### src/rtl/ysyx_22050243_pkg.sv
// Shared types and constants for the machine-mode trap controller.
package ysyx_22050243_pkg;

  typedef enum logic {
    ST_IDLE     = 1'b0,
    ST_REDIRECT = 1'b1
  } trap_state_e;

  localparam logic [1:0] EXC_NONE  = 2'b00;
  localparam logic [1:0] EXC_ECALL = 2'b01;
  localparam logic [1:0] EXC_TIMER = 2'b10;

  localparam int MSTATUS_MIE = 3;
  localparam int MIE_MTIE    = 7;

  // At most one field is ever set: the arbiter resolves priority.
  typedef struct packed {
    logic ecall;
    logic mret;
    logic irq;
  } trap_take_t;

  function automatic logic take_any(input trap_take_t t);
    return t.ecall | t.mret | t.irq;
  endfunction

endpackage

### src/rtl/ysyx_22050243_trap_ctrl_if.sv
// Pipeline/CSR/IF-facing signal bundle of the trap controller.
interface ysyx_22050243_trap_ctrl_if #(
  parameter int DBUS_DATA_WIDTH = 64
);
  logic                       wb_valid;
  logic                       wb_is_ecall;
  logic                       wb_is_mret;
  logic                       timer_irq;
  logic                       mem_busy;
  logic [DBUS_DATA_WIDTH-1:0] mstatus;
  logic [DBUS_DATA_WIDTH-1:0] mie;
  logic [DBUS_DATA_WIDTH-1:0] pc_mtvec;
  logic [DBUS_DATA_WIDTH-1:0] pc_mepc;
  logic                       redirect_ready;
  logic [1:0]                 excep_csr_update;
  logic                       mret_csr_update;
  logic                       wb_kill;
  logic                       flush;
  logic                       redirect_valid;
  logic [DBUS_DATA_WIDTH-1:0] redirect_pc;

  modport master (
    output wb_valid, wb_is_ecall, wb_is_mret, timer_irq, mem_busy,
           mstatus, mie, pc_mtvec, pc_mepc, redirect_ready,
    input  excep_csr_update, mret_csr_update, wb_kill, flush,
           redirect_valid, redirect_pc
  );

  modport slave (
    input  wb_valid, wb_is_ecall, wb_is_mret, timer_irq, mem_busy,
           mstatus, mie, pc_mtvec, pc_mepc, redirect_ready,
    output excep_csr_update, mret_csr_update, wb_kill, flush,
           redirect_valid, redirect_pc
  );
endinterface

### src/rtl/ysyx_22050243_trap_arb.sv
// Combinational event arbiter: ECALL > MRET > enabled timer interrupt.
module ysyx_22050243_trap_arb
  import ysyx_22050243_pkg::*;
(
  input  logic       en_i,
  input  logic       wb_valid_i,
  input  logic       wb_is_ecall_i,
  input  logic       wb_is_mret_i,
  input  logic       timer_irq_i,
  input  logic       irq_enabled_i,
  input  logic       mem_busy_i,
  output trap_take_t take_o
);

  logic ecall_req;
  logic mret_req;
  logic irq_req;

  assign ecall_req = en_i & wb_valid_i & wb_is_ecall_i;
  assign mret_req  = en_i & wb_valid_i & wb_is_mret_i;
  // An outstanding bus access defers the interrupt; the level keeps it pending.
  assign irq_req   = en_i & wb_valid_i & timer_irq_i & irq_enabled_i & ~mem_busy_i;

  assign take_o.ecall = ecall_req;
  assign take_o.mret  = mret_req & ~ecall_req;
  assign take_o.irq   = irq_req & ~ecall_req & ~mret_req;

endmodule

### src/rtl/ysyx_22050243_trap_ctrl.sv
// Machine-mode trap controller: takes one trap/MRET event, pulses the CSR
// update, flushes the pipe and holds a fetch redirect until IF accepts it.
module ysyx_22050243_trap_ctrl
  import ysyx_22050243_pkg::*;
#(
  parameter int DBUS_DATA_WIDTH = 64
) (
  input  logic                      clk,
  input  logic                      rst,
  ysyx_22050243_trap_ctrl_if.slave  bus
);

  trap_state_e                state_q, state_d;
  logic [DBUS_DATA_WIDTH-1:0] redirect_pc_q, redirect_pc_d;
  trap_take_t                 take;

  logic [1:0] excep_o;
  logic       mret_o;
  logic       kill_o;
  logic       flush_o;
  logic       rvalid_o;

  ysyx_22050243_trap_arb u_arb (
    .en_i          (state_q == ST_IDLE),
    .wb_valid_i    (bus.wb_valid),
    .wb_is_ecall_i (bus.wb_is_ecall),
    .wb_is_mret_i  (bus.wb_is_mret),
    .timer_irq_i   (bus.timer_irq),
    .irq_enabled_i (bus.mstatus[MSTATUS_MIE] & bus.mie[MIE_MTIE]),
    .mem_busy_i    (bus.mem_busy),
    .take_o        (take)
  );

  always_ff @(posedge clk) begin
    if (!rst) begin
      state_q       <= ST_IDLE;
      redirect_pc_q <= '0;
    end else begin
      state_q       <= state_d;
      redirect_pc_q <= redirect_pc_d;
    end
  end

  always_comb begin
    state_d       = state_q;
    redirect_pc_d = redirect_pc_q;
    case (state_q)
      ST_IDLE: begin
        if (take_any(take)) begin
          state_d       = ST_REDIRECT;
          redirect_pc_d = take.mret ? bus.pc_mepc
                                    : {bus.pc_mtvec[DBUS_DATA_WIDTH-1:2], 2'b00};
        end
      end
      ST_REDIRECT: begin
        if (bus.redirect_ready) state_d = ST_IDLE;
      end
      default: state_d = ST_IDLE;
    endcase
  end

  // Held reset masks even the same-cycle pulses.
  always_comb begin
    excep_o  = EXC_NONE;
    mret_o   = 1'b0;
    kill_o   = 1'b0;
    flush_o  = 1'b0;
    rvalid_o = 1'b0;
    if (rst) begin
      case (state_q)
        ST_IDLE: begin
          excep_o = take.ecall ? EXC_ECALL : (take.irq ? EXC_TIMER : EXC_NONE);
          mret_o  = take.mret;
          kill_o  = take.irq;
          flush_o = take_any(take);
        end
        ST_REDIRECT: begin
          rvalid_o = 1'b1;
          flush_o  = 1'b1;
        end
        default: ;
      endcase
    end
  end

  assign bus.excep_csr_update = excep_o;
  assign bus.mret_csr_update  = mret_o;
  assign bus.wb_kill          = kill_o;
  assign bus.flush            = flush_o;
  assign bus.redirect_valid   = rvalid_o;
  assign bus.redirect_pc      = rst ? redirect_pc_q : '0;

  logic unused_bits;
  assign unused_bits = &{1'b0, bus.mstatus, bus.mie, bus.pc_mtvec[1:0]};

endmodule

### src/flat_wrapper.sv
// flat-port wrapper written by rule: the top's interface ports become plain ports
module ysyx_22050243_trap_ctrl_flat import ysyx_22050243_pkg::*;
#(
  parameter int DBUS_DATA_WIDTH = 64
)
  (clk, rst, bus_wb_valid, bus_wb_is_ecall, bus_wb_is_mret, bus_timer_irq, bus_mem_busy, bus_mstatus, bus_mie, bus_pc_mtvec, bus_pc_mepc, bus_redirect_ready, bus_excep_csr_update, bus_mret_csr_update, bus_wb_kill, bus_flush, bus_redirect_valid, bus_redirect_pc);
  ysyx_22050243_trap_ctrl_if #(.DBUS_DATA_WIDTH(DBUS_DATA_WIDTH)) bus_i ();
  input  logic clk;
  input  logic rst;
  input wire logic [$bits(bus_i.wb_valid)-1:0] bus_wb_valid;
  input wire logic [$bits(bus_i.wb_is_ecall)-1:0] bus_wb_is_ecall;
  input wire logic [$bits(bus_i.wb_is_mret)-1:0] bus_wb_is_mret;
  input wire logic [$bits(bus_i.timer_irq)-1:0] bus_timer_irq;
  input wire logic [$bits(bus_i.mem_busy)-1:0] bus_mem_busy;
  input wire logic [$bits(bus_i.mstatus)-1:0] bus_mstatus;
  input wire logic [$bits(bus_i.mie)-1:0] bus_mie;
  input wire logic [$bits(bus_i.pc_mtvec)-1:0] bus_pc_mtvec;
  input wire logic [$bits(bus_i.pc_mepc)-1:0] bus_pc_mepc;
  input wire logic [$bits(bus_i.redirect_ready)-1:0] bus_redirect_ready;
  output wire logic [$bits(bus_i.excep_csr_update)-1:0] bus_excep_csr_update;
  output wire logic [$bits(bus_i.mret_csr_update)-1:0] bus_mret_csr_update;
  output wire logic [$bits(bus_i.wb_kill)-1:0] bus_wb_kill;
  output wire logic [$bits(bus_i.flush)-1:0] bus_flush;
  output wire logic [$bits(bus_i.redirect_valid)-1:0] bus_redirect_valid;
  output wire logic [$bits(bus_i.redirect_pc)-1:0] bus_redirect_pc;
  assign bus_i.wb_valid = bus_wb_valid;
  assign bus_i.wb_is_ecall = bus_wb_is_ecall;
  assign bus_i.wb_is_mret = bus_wb_is_mret;
  assign bus_i.timer_irq = bus_timer_irq;
  assign bus_i.mem_busy = bus_mem_busy;
  assign bus_i.mstatus = bus_mstatus;
  assign bus_i.mie = bus_mie;
  assign bus_i.pc_mtvec = bus_pc_mtvec;
  assign bus_i.pc_mepc = bus_pc_mepc;
  assign bus_i.redirect_ready = bus_redirect_ready;
  assign bus_excep_csr_update = bus_i.excep_csr_update;
  assign bus_mret_csr_update = bus_i.mret_csr_update;
  assign bus_wb_kill = bus_i.wb_kill;
  assign bus_flush = bus_i.flush;
  assign bus_redirect_valid = bus_i.redirect_valid;
  assign bus_redirect_pc = bus_i.redirect_pc;
  ysyx_22050243_trap_ctrl #(.DBUS_DATA_WIDTH(DBUS_DATA_WIDTH)) u_core (.clk(clk), .rst(rst), .bus(bus_i));
endmodule
### config.mk
export PLATFORM = sky130hd
export DESIGN_NAME = ysyx_22050243_trap_ctrl_flat
export DESIGN_NICKNAME = d
export VERILOG_FILES = /design/src/rtl/ysyx_22050243_pkg.sv /design/src/rtl/ysyx_22050243_trap_ctrl_if.sv /design/src/rtl/ysyx_22050243_trap_arb.sv /design/src/rtl/ysyx_22050243_trap_ctrl.sv /design/src/flat_wrapper.sv
export SDC_FILE = /design/constraint.sdc
export NUM_CORES = 1
export LEC_CHECK = 0
export CORE_AREA = 2 2 131 133
export CTS_CLUSTER_DIAMETER = 40
export DETAILED_ROUTE_END_ITERATION = 10
export DIE_AREA = 0 0 133 135
export PLACE_DENSITY = 0.62
export SLEW_MARGIN = 0
export SYNTH_ARGS = -nofsm -noshare
export SYNTH_HDL_FRONTEND = slang
export SYNTH_SLANG_ARGS = --single-unit
### constraint.sdc
create_clock -name clk -period 1.7 [get_ports clk]
set_input_delay 0.17 -clock clk [delete_from_list [all_inputs] [get_ports clk]]
set_output_delay 0.17 -clock clk [all_outputs]
set_load 0.01 [all_outputs]
==> impl_metrics.tcl, run 1 <==
set metrics [dict create \
    timing_hold_violations_final 0 \
    syn_to_final_growth_pct 71.4 \
    endpoint_kind "output pin" \
    dr_total_vias 3818 \
    crit_arrival_ns 1.46 \
    critPathBufInv 3 \
    r2r_start "u_core.state_q" \
    ant_nets 0 \
    clock_latency_ns 0.33 \
    routed.top_layer "met4" \
    p_seq_share_pct 33.8 \
    hold_class "in -> reg" \
    grt_usage_pct 15.2 \
    crit_fanout 3 \
    io_pins 334 \
    worst_pin_slew_ns 0.763 \
    yosysWarnings 0 \
    synthTopCellsByCount "dfxtp_1, and2_1, a21oi_1" \
    outcome "complete, no violations" \
    reg2reg_depth 5 \
    synth.largest_area_cell "dfxtp_1" \
    drive_gt1_share_pct 16.1 \
    crit_required_ns 1.53 \
    synthTopCellsByArea "dfxtp_1, mux2i_1, a221oi_2" \
    finalPower_mw 5.16 \
    portBuffers 205 \
    cp.depth 5 \
    min_period_over_period_pct 96.1 \
    instances_no_fill 809 \
    die_h_um 135 \
    worstSetupStartpointType "input port" \
    comb_power_share_pct 25.5 \
    antenna_cells 0 \
    power_switching_mw 1.33 \
    crit_path_start "bus_wb_is_ecall" \
    grt-ovfl-total 0 \
    path_clk_slew_ns 0.06 \
    setup_viol 0 \
    max-vdd-ir-drop_mv 0.390 \
    fp-row-count 47 \
    cp_slowest_cell "clkdlybuf4s50_1" \
    cts_root_buffer "clkbuf_16" \
    drt-vias-per-instance 4.72 \
    maxSlewViolCount 0 \
    power_density_nw_per_um2 786 \
    yosysMostFrequentCell "dfxtp_1" \
    synth-seq-cells 65 \
    holdPathStages 3 \
    relSlewSlack_pct 49.1 \
    fp.coreArea_um2 16400 \
    synth_area_um2 3830 \
    cts-resized-gates 7 \
    p_int_mw 3.83 \
    netSwitchingFraction_pct 25.8 \
    cpLargestDelayFamily "buffers and inverters" \
    post-cts-setup-buffers 0 \
    fmax_ghz 0.612 \
    finalNetCount 848 \
    rsz0062_at_grt "yes" \
    antenna_found_initial 0 \
    synth-edff-count 0 \
    drt-initial-drc-count 134 \
    reg2reg_to "u_core.redirect_pc_q[55]" \
    synth-seq-area-share_pct 34.0 \
    start_util_pct 23.3 \
    period_needed_ns 1.63 \
    cts_inserted_buffers 9 \
    wl_per_cell_um 17.0 \
    wl_met2_um 6380 \
    synth_top_area_share_pct 34.0 \
    setup.worst_path.end "bus_mret_csr_update" \
    drtPass1Iterations 5 \
    cap_violations 0 \
    syn_nets 651 \
    r2r_setup_slack_ns 0.11 \
    dp_hpwl_um 9990 \
    cts_tree "done" \
    ctsHoldBuffers 0 \
    drc 0 \
    final.fill_count 1567 \
    dieArea_um2 18000 \
    grt_pass1_wl_um 21600 \
    ys.flop_type "dfxtp_1" \
    gp_congestion 0.770 \
    first_global_vias 4118 \
    dieWidth_um 133 \
    cp_slowest_stage_delay_ns 0.41 \
    leakage_nw 2.35 \
    dp_cells 793 \
    critPathKind "in -> out" \
    async_reset_ff_share_pct 0 \
    wl_met3_um 1050 \
    cts.sinks 65 \
    wirelength_um 13800 \
    cts_buffer_depth 2 \
    grt_max_degree 52 \
    cts_max_level 3 \
    met1Wirelength_um 6120 \
    skew_ns 0.00865 \
    path_cells "clkdlybuf4s50_1, buf_4, and4bb_4, and2_1, clkdlybuf4s15_1" \
    synth.avg_cell_area_um2 9.89 \
    synth_cell_type_count 29 \
    power.clock.fraction_pct 40.7 \
    postSynthCellCount 387 \
]
-- layout by cell type, fill, tap and decap left out, types with 2 or more instances in the layout --
| cell type | Yosys | final |
|---|---|---|
| a21oi_1 | 63 | 62 |
| a221oi_1 | 23 | 22 |
| a221oi_2 | 39 | 40 |
| and2_1 | 64 | 64 |
| buf_12 | 2 | 7 |
| buf_4 | 1 | 22 |
| bufinv_16 | 0 | 2 |
| clkbuf_16 | 0 | 9 |
| clkbuf_8 | 0 | 3 |
| clkdlybuf4s50_1 | 0 | 198 |
| dfxtp_1 | 65 | 65 |
| dlygate4sd2_1 | 0 | 3 |
| inv_1 | 2 | 2 |
| mux2i_1 | 62 | 62 |
| nand2_1 | 3 | 3 |
| nand3_1 | 2 | 2 |
| o21ai_1 | 2 | 2 |
-- worst min path at each step --
stage | from | endpoint | slack (ns)
CTS | rst | u_core.state_q | 0.29
floorplan | bus_pc_mepc[0] | u_core.redirect_pc_q[0] | 0.31
global route | rst | u_core.state_q | 0.33
finish | rst | u_core.state_q | 0.31
detailed placement | u_core.redirect_pc_q[0] | u_core.redirect_pc_q[0] | 0.48
global placement | u_core.redirect_pc_q[0] | u_core.redirect_pc_q[0] | 0.47
-- layout make-up --
type,count,area [µm²],area share (%)
multi-input cells,270,2280,34.7
flip-flops and latches,65,1300,19.8
inverters,3,11.3,0.172
clock inverters,4,73.8,1.12
clock buffers,12,267,4.06
repair buffers,235,2360,35.9
well taps,220,275,4.19
-- worst reg2reg max path, cell delays in order (launching register included) --
cell and delay (ns):
dfxtp_1 0.32, nand2b_1 0.19, buf_4 0.17, or2_4 0.30
buf_12 0.19, a221oi_1 0.32
-- power groups by stage --
stage | registers (mW) | logic [mW] | clock network [mW]
floorplan | 1.75 | 0.658 | 0
global placement | 1.77 | 1.30 | 0
detailed placement | 1.77 | 1.33 | 0
CTS | 1.74 | 1.33 | 2.17
global route | 1.76 | 1.42 | 2.23
finish | 1.74 | 1.32 | 2.10
-- metrics by stage --
| step | setup WS (ns) | util [%] | setup TNS, ns | hold WS, ns | area [µm²] |
|---|---|---|---|---|---|
| after floorplan | 0.254 | - | 0 | 0.307 | 3830 |
| after global placement | -0.274 | 37.9 | -13.58 | 0.469 | 6210 |
| after detailed placement | -0.268 | 37.9 | -15.03 | 0.482 | 6210 |
| after CTS | 0.00709 | 40.0 | 0 | 0.293 | 6560 |
| after global routing | -0.00345 | 40.0 | -0.00345 | 0.325 | 6560 |
| final | 0.0669 | 40.0 | 0 | 0.310 | 6560 |
-- state kept, by name, indices dropped and copies added, names as in the netlist --
name,cells
u_core.redirect_pc_q,64
u_core.state_q,1
-- logic make-up after synthesis --
logic type	synth area share, %
AOI/OAI and AO/OA	29.5
DFF	34.0
muxes	16.2
and+or+nand+nor	12.8
buffers and inverters	7.48
-- metal layers --
metal / track usage (%) / vias to the layer above
li1: - / 1849
met1: 19.0 / 1786
met2: 25.2 / 167
met3: 3.79 / 16
met4: 5.79 / 0
met5: 0 / -
Note: power is estimated with default switching activity, not from simulation.
==> run 2, diff against run 1 <==
--- a/config.mk
+++ b/config.mk
@@ -5,6 +5,7 @@
 export SDC_FILE = /design/constraint.sdc
 export NUM_CORES = 1
 export LEC_CHECK = 0
+export CAP_MARGIN = 5
 export CORE_AREA = 2 2 131 133
 export CTS_CLUSTER_DIAMETER = 40
 export DETAILED_ROUTE_END_ITERATION = 10
@@ -14,3 +15,4 @@
 export SYNTH_ARGS = -nofsm -noshare
 export SYNTH_HDL_FRONTEND = slang
 export SYNTH_SLANG_ARGS = --single-unit
+export TNS_END_PERCENT = 50
==> results of run 2 <==
Same layout as run 1: the final DEF is identical, and so are final timing and power.
==> run 3, diff against run 2 <==
--- a/config.mk
+++ b/config.mk
@@ -5,12 +5,14 @@
 export SDC_FILE = /design/constraint.sdc
 export NUM_CORES = 1
 export LEC_CHECK = 0
+export ABC_AREA = 1
 export CAP_MARGIN = 5
 export CORE_AREA = 2 2 131 133
 export CTS_CLUSTER_DIAMETER = 40
 export DETAILED_ROUTE_END_ITERATION = 10
 export DIE_AREA = 0 0 133 135
-export PLACE_DENSITY = 0.62
+export GPL_ROUTABILITY_DRIVEN = 1
+export PLACE_DENSITY = 0.66
 export SLEW_MARGIN = 0
 export SYNTH_ARGS = -nofsm -noshare
 export SYNTH_HDL_FRONTEND = slang
==> impl_metrics.tcl, run 3 <==
set metrics [dict create \
    clock_latency_ns 0.33 \
    syn_to_final_growth_pct 60.0 \
    wl_met3_um 1500 \
    dr_total_vias 5116 \
    cts_root_buffer "clkbuf_16" \
    period_needed_ns 1.59 \
    crit_required_ns 1.53 \
    grt_max_degree 68 \
    finalNetCount 1227 \
    grt_pass1_wl_um 23600 \
    cap_violations 0 \
    outcome "complete, no violations" \
    reg2reg_to "u_core.redirect_pc_q[24]" \
    yosysMostFrequentCell "nand2_1" \
    largest_reg_flops 64 \
    synth_top_area_share_pct 29.9 \
    drtPass1Iterations 4 \
    postSynthCellCount 777 \
    top_regs "u_core.redirect_pc_q (64), u_core.state_q (1)" \
    cts_buffer_depth 2 \
    synthTopCellsByCount "nand2_1, inv_1, nor2_1" \
    whs_ns 0.322 \
    wirelength_um 14800 \
    die_h_um 135 \
    hp-start "rst" \
    crit_fanout 5 \
    skew_ns 0.00314 \
    synthTopCellsByArea "dfxtp_1, nand2_1, inv_1" \
    final.fill_count 1756 \
    wl_per_cell_um 12.5 \
    cts_max_level 3 \
    antenna_found_initial 2 \
    first_global_vias 4690 \
    met1Wirelength_um 6560 \
    synth.avg_cell_area_um2 5.61 \
    fp-row-count 47 \
    synth-seq-area-share_pct 29.9 \
    ys.flop_type "dfxtp_1" \
    antenna_cells 0 \
    setup_viol 0 \
    gp_congestion 0.743 \
    yosysWarnings 0 \
    power_density_nw_per_um2 743 \
    grt-ovfl-total 0 \
    mostFrequentLayoutCell "nand2_1" \
    drt-initial-drc-count 223 \
    cts_inserted_buffers 9 \
    critPathKind "in -> out" \
    leakage_nw 3.66 \
    routed.top_layer "met4" \
    ant_nets 0 \
    synth_area_um2 4360 \
    relSlewSlack_pct 65.7 \
    dp_hpwl_um 10500 \
    reg2reg_depth 7 \
    fin_tns_setup_ns 0 \
    max-vdd-ir-drop_mv 0.470 \
    drive_gt1_share_pct 6.20 \
    cts.sinks 65 \
    async_reset_ff_share_pct 0 \
    endpoint_kind "output pin" \
    regMostFlops "u_core.redirect_pc_q" \
    cts_tree "done" \
    min_period_over_period_pct 93.8 \
    dieWidth_um 133 \
    dieArea_um2 18000 \
    drt-vias-per-instance 4.31 \
    wl_met2_um 6570 \
    r2r_setup_slack_ns 0.22 \
    path_clk_slew_ns 0.05 \
    hold_class "in -> reg" \
    maxSlewViolCount 0 \
    grt_usage_pct 16.6 \
    worstSetupStartpointType "input port" \
    final_cell_mix "nand2_1, clkdlybuf4s50_1, inv_1, nor2_1, dfxtp_1" \
    syn_nets 1041 \
    crit_arrival_ns 1.42 \
    worst_pin_slew_ns 0.514 \
    r2r_start "u_core.state_q" \
    min_to "u_core.redirect_pc_q[63]" \
    io_pins 334 \
    synth-edff-count 0 \
    portBuffers 205 \
    synth_cell_type_count 19 \
    drc 0 \
    synth-seq-cells 65 \
    holdPathStages 4 \
    synth.largest_area_cell "dfxtp_1" \
    fp.coreArea_um2 16400 \
    timing_hold_violations_final 0 \
    start_util_pct 26.5 \
    fmax_ghz 0.627 \
]
==> run 3: per-layer routing <==
layer / vias up / GRT usage [%]
met3: 11 / 5.97
met1: 2209 / 20.2
met2: 178 / 27.6
li1: 2718 / -
met5: - / 0
met4: 0 / 5.08
==> run 3: layout make-up <==
cell class	count	area, µm²	area share, %
well taps	220	275	3.95
clock inverters	2	60.1	0.862
multi-input cells	518	2250	32.3
flip-flops and latches	65	1300	18.7
clock buffers	13	270	3.88
inverters	135	507	7.27
repair buffers	234	2300	33.0
==> run 3: worst max-delay path, stage by stage <==
cell and delay (ns):
clkdlybuf4s50_1 0.48, inv_2 0.06, nor2_4 0.11, buf_6 0.12, nand3_4 0.09, buf_4 0.15, nor2_1 0.08, buf_2 0.16
==> run 3: cells by family (layout without fill, tap and decap cells) <==
| logic type | Yosys count | after routing | synth area share, % |
|---|---|---|---|
| AOI/OAI and AO/OA | 5 | 5 | 0.833 |
| buffers and inverters | 194 | 384 | 19.2 |
| and+or+nand+nor | 513 | 513 | 50.1 |
| DFF | 65 | 65 | 29.9 |
==> run 3: timing repair <==
item / 4_1_cts / 5_1_grt
endpoints found under the hold margin: 0 / 0
pin swaps: 2 / 1
gates cloned: 0 / 0
resized for setup: 21 / 8
buffers inserted: 3 / 2
endpoints found under the setup margin: 6 / 64
hold buffers: 0 / 0
==> run 3: how the worst max path moves through the flow <==
stage	from	to	cells after the start
2_1_floorplan	u_core.state_q	bus_flush	7
3_5_place_dp	bus_wb_valid	bus_flush	8
4_1_cts	bus_wb_valid	bus_flush	9
6_report	bus_wb_valid	bus_wb_kill	8
3_3_place_gp	bus_wb_valid	bus_excep_csr_update[0]	6
5_1_grt	bus_wb_valid	bus_flush	9
==> run 3: metrics by stage <==
| stage | setup WS, ns | std cells | total power [mW] | cell area [µm²] | util [%] |
|---|---|---|---|---|---|
| 6_report | 0.106 | 1187 | 5.18 | 6970 | 42.5 |
| 4_1_cts | -0.0530 | 1185 | 5.27 | 6940 | 42.3 |
| 3_3_place_gp | -0.376 | 1168 | 3.15 | 6570 | 40.1 |
| 3_5_place_dp | -0.465 | 1168 | 3.16 | 6570 | 40.1 |
| 5_1_grt | -0.000698 | 1187 | 5.49 | 6970 | 42.5 |
| 2_1_floorplan | 0.320 | 777 | 2.49 | 4360 | - |
==> run 3: where the power goes <==
group	switching [mW]	internal [mW]	leakage [nW]
registers	0.0665	1.67	0.538
logic	0.675	0.721	2.96
clock network	0.648	1.40	0.162
total	1.39	3.79	3.66
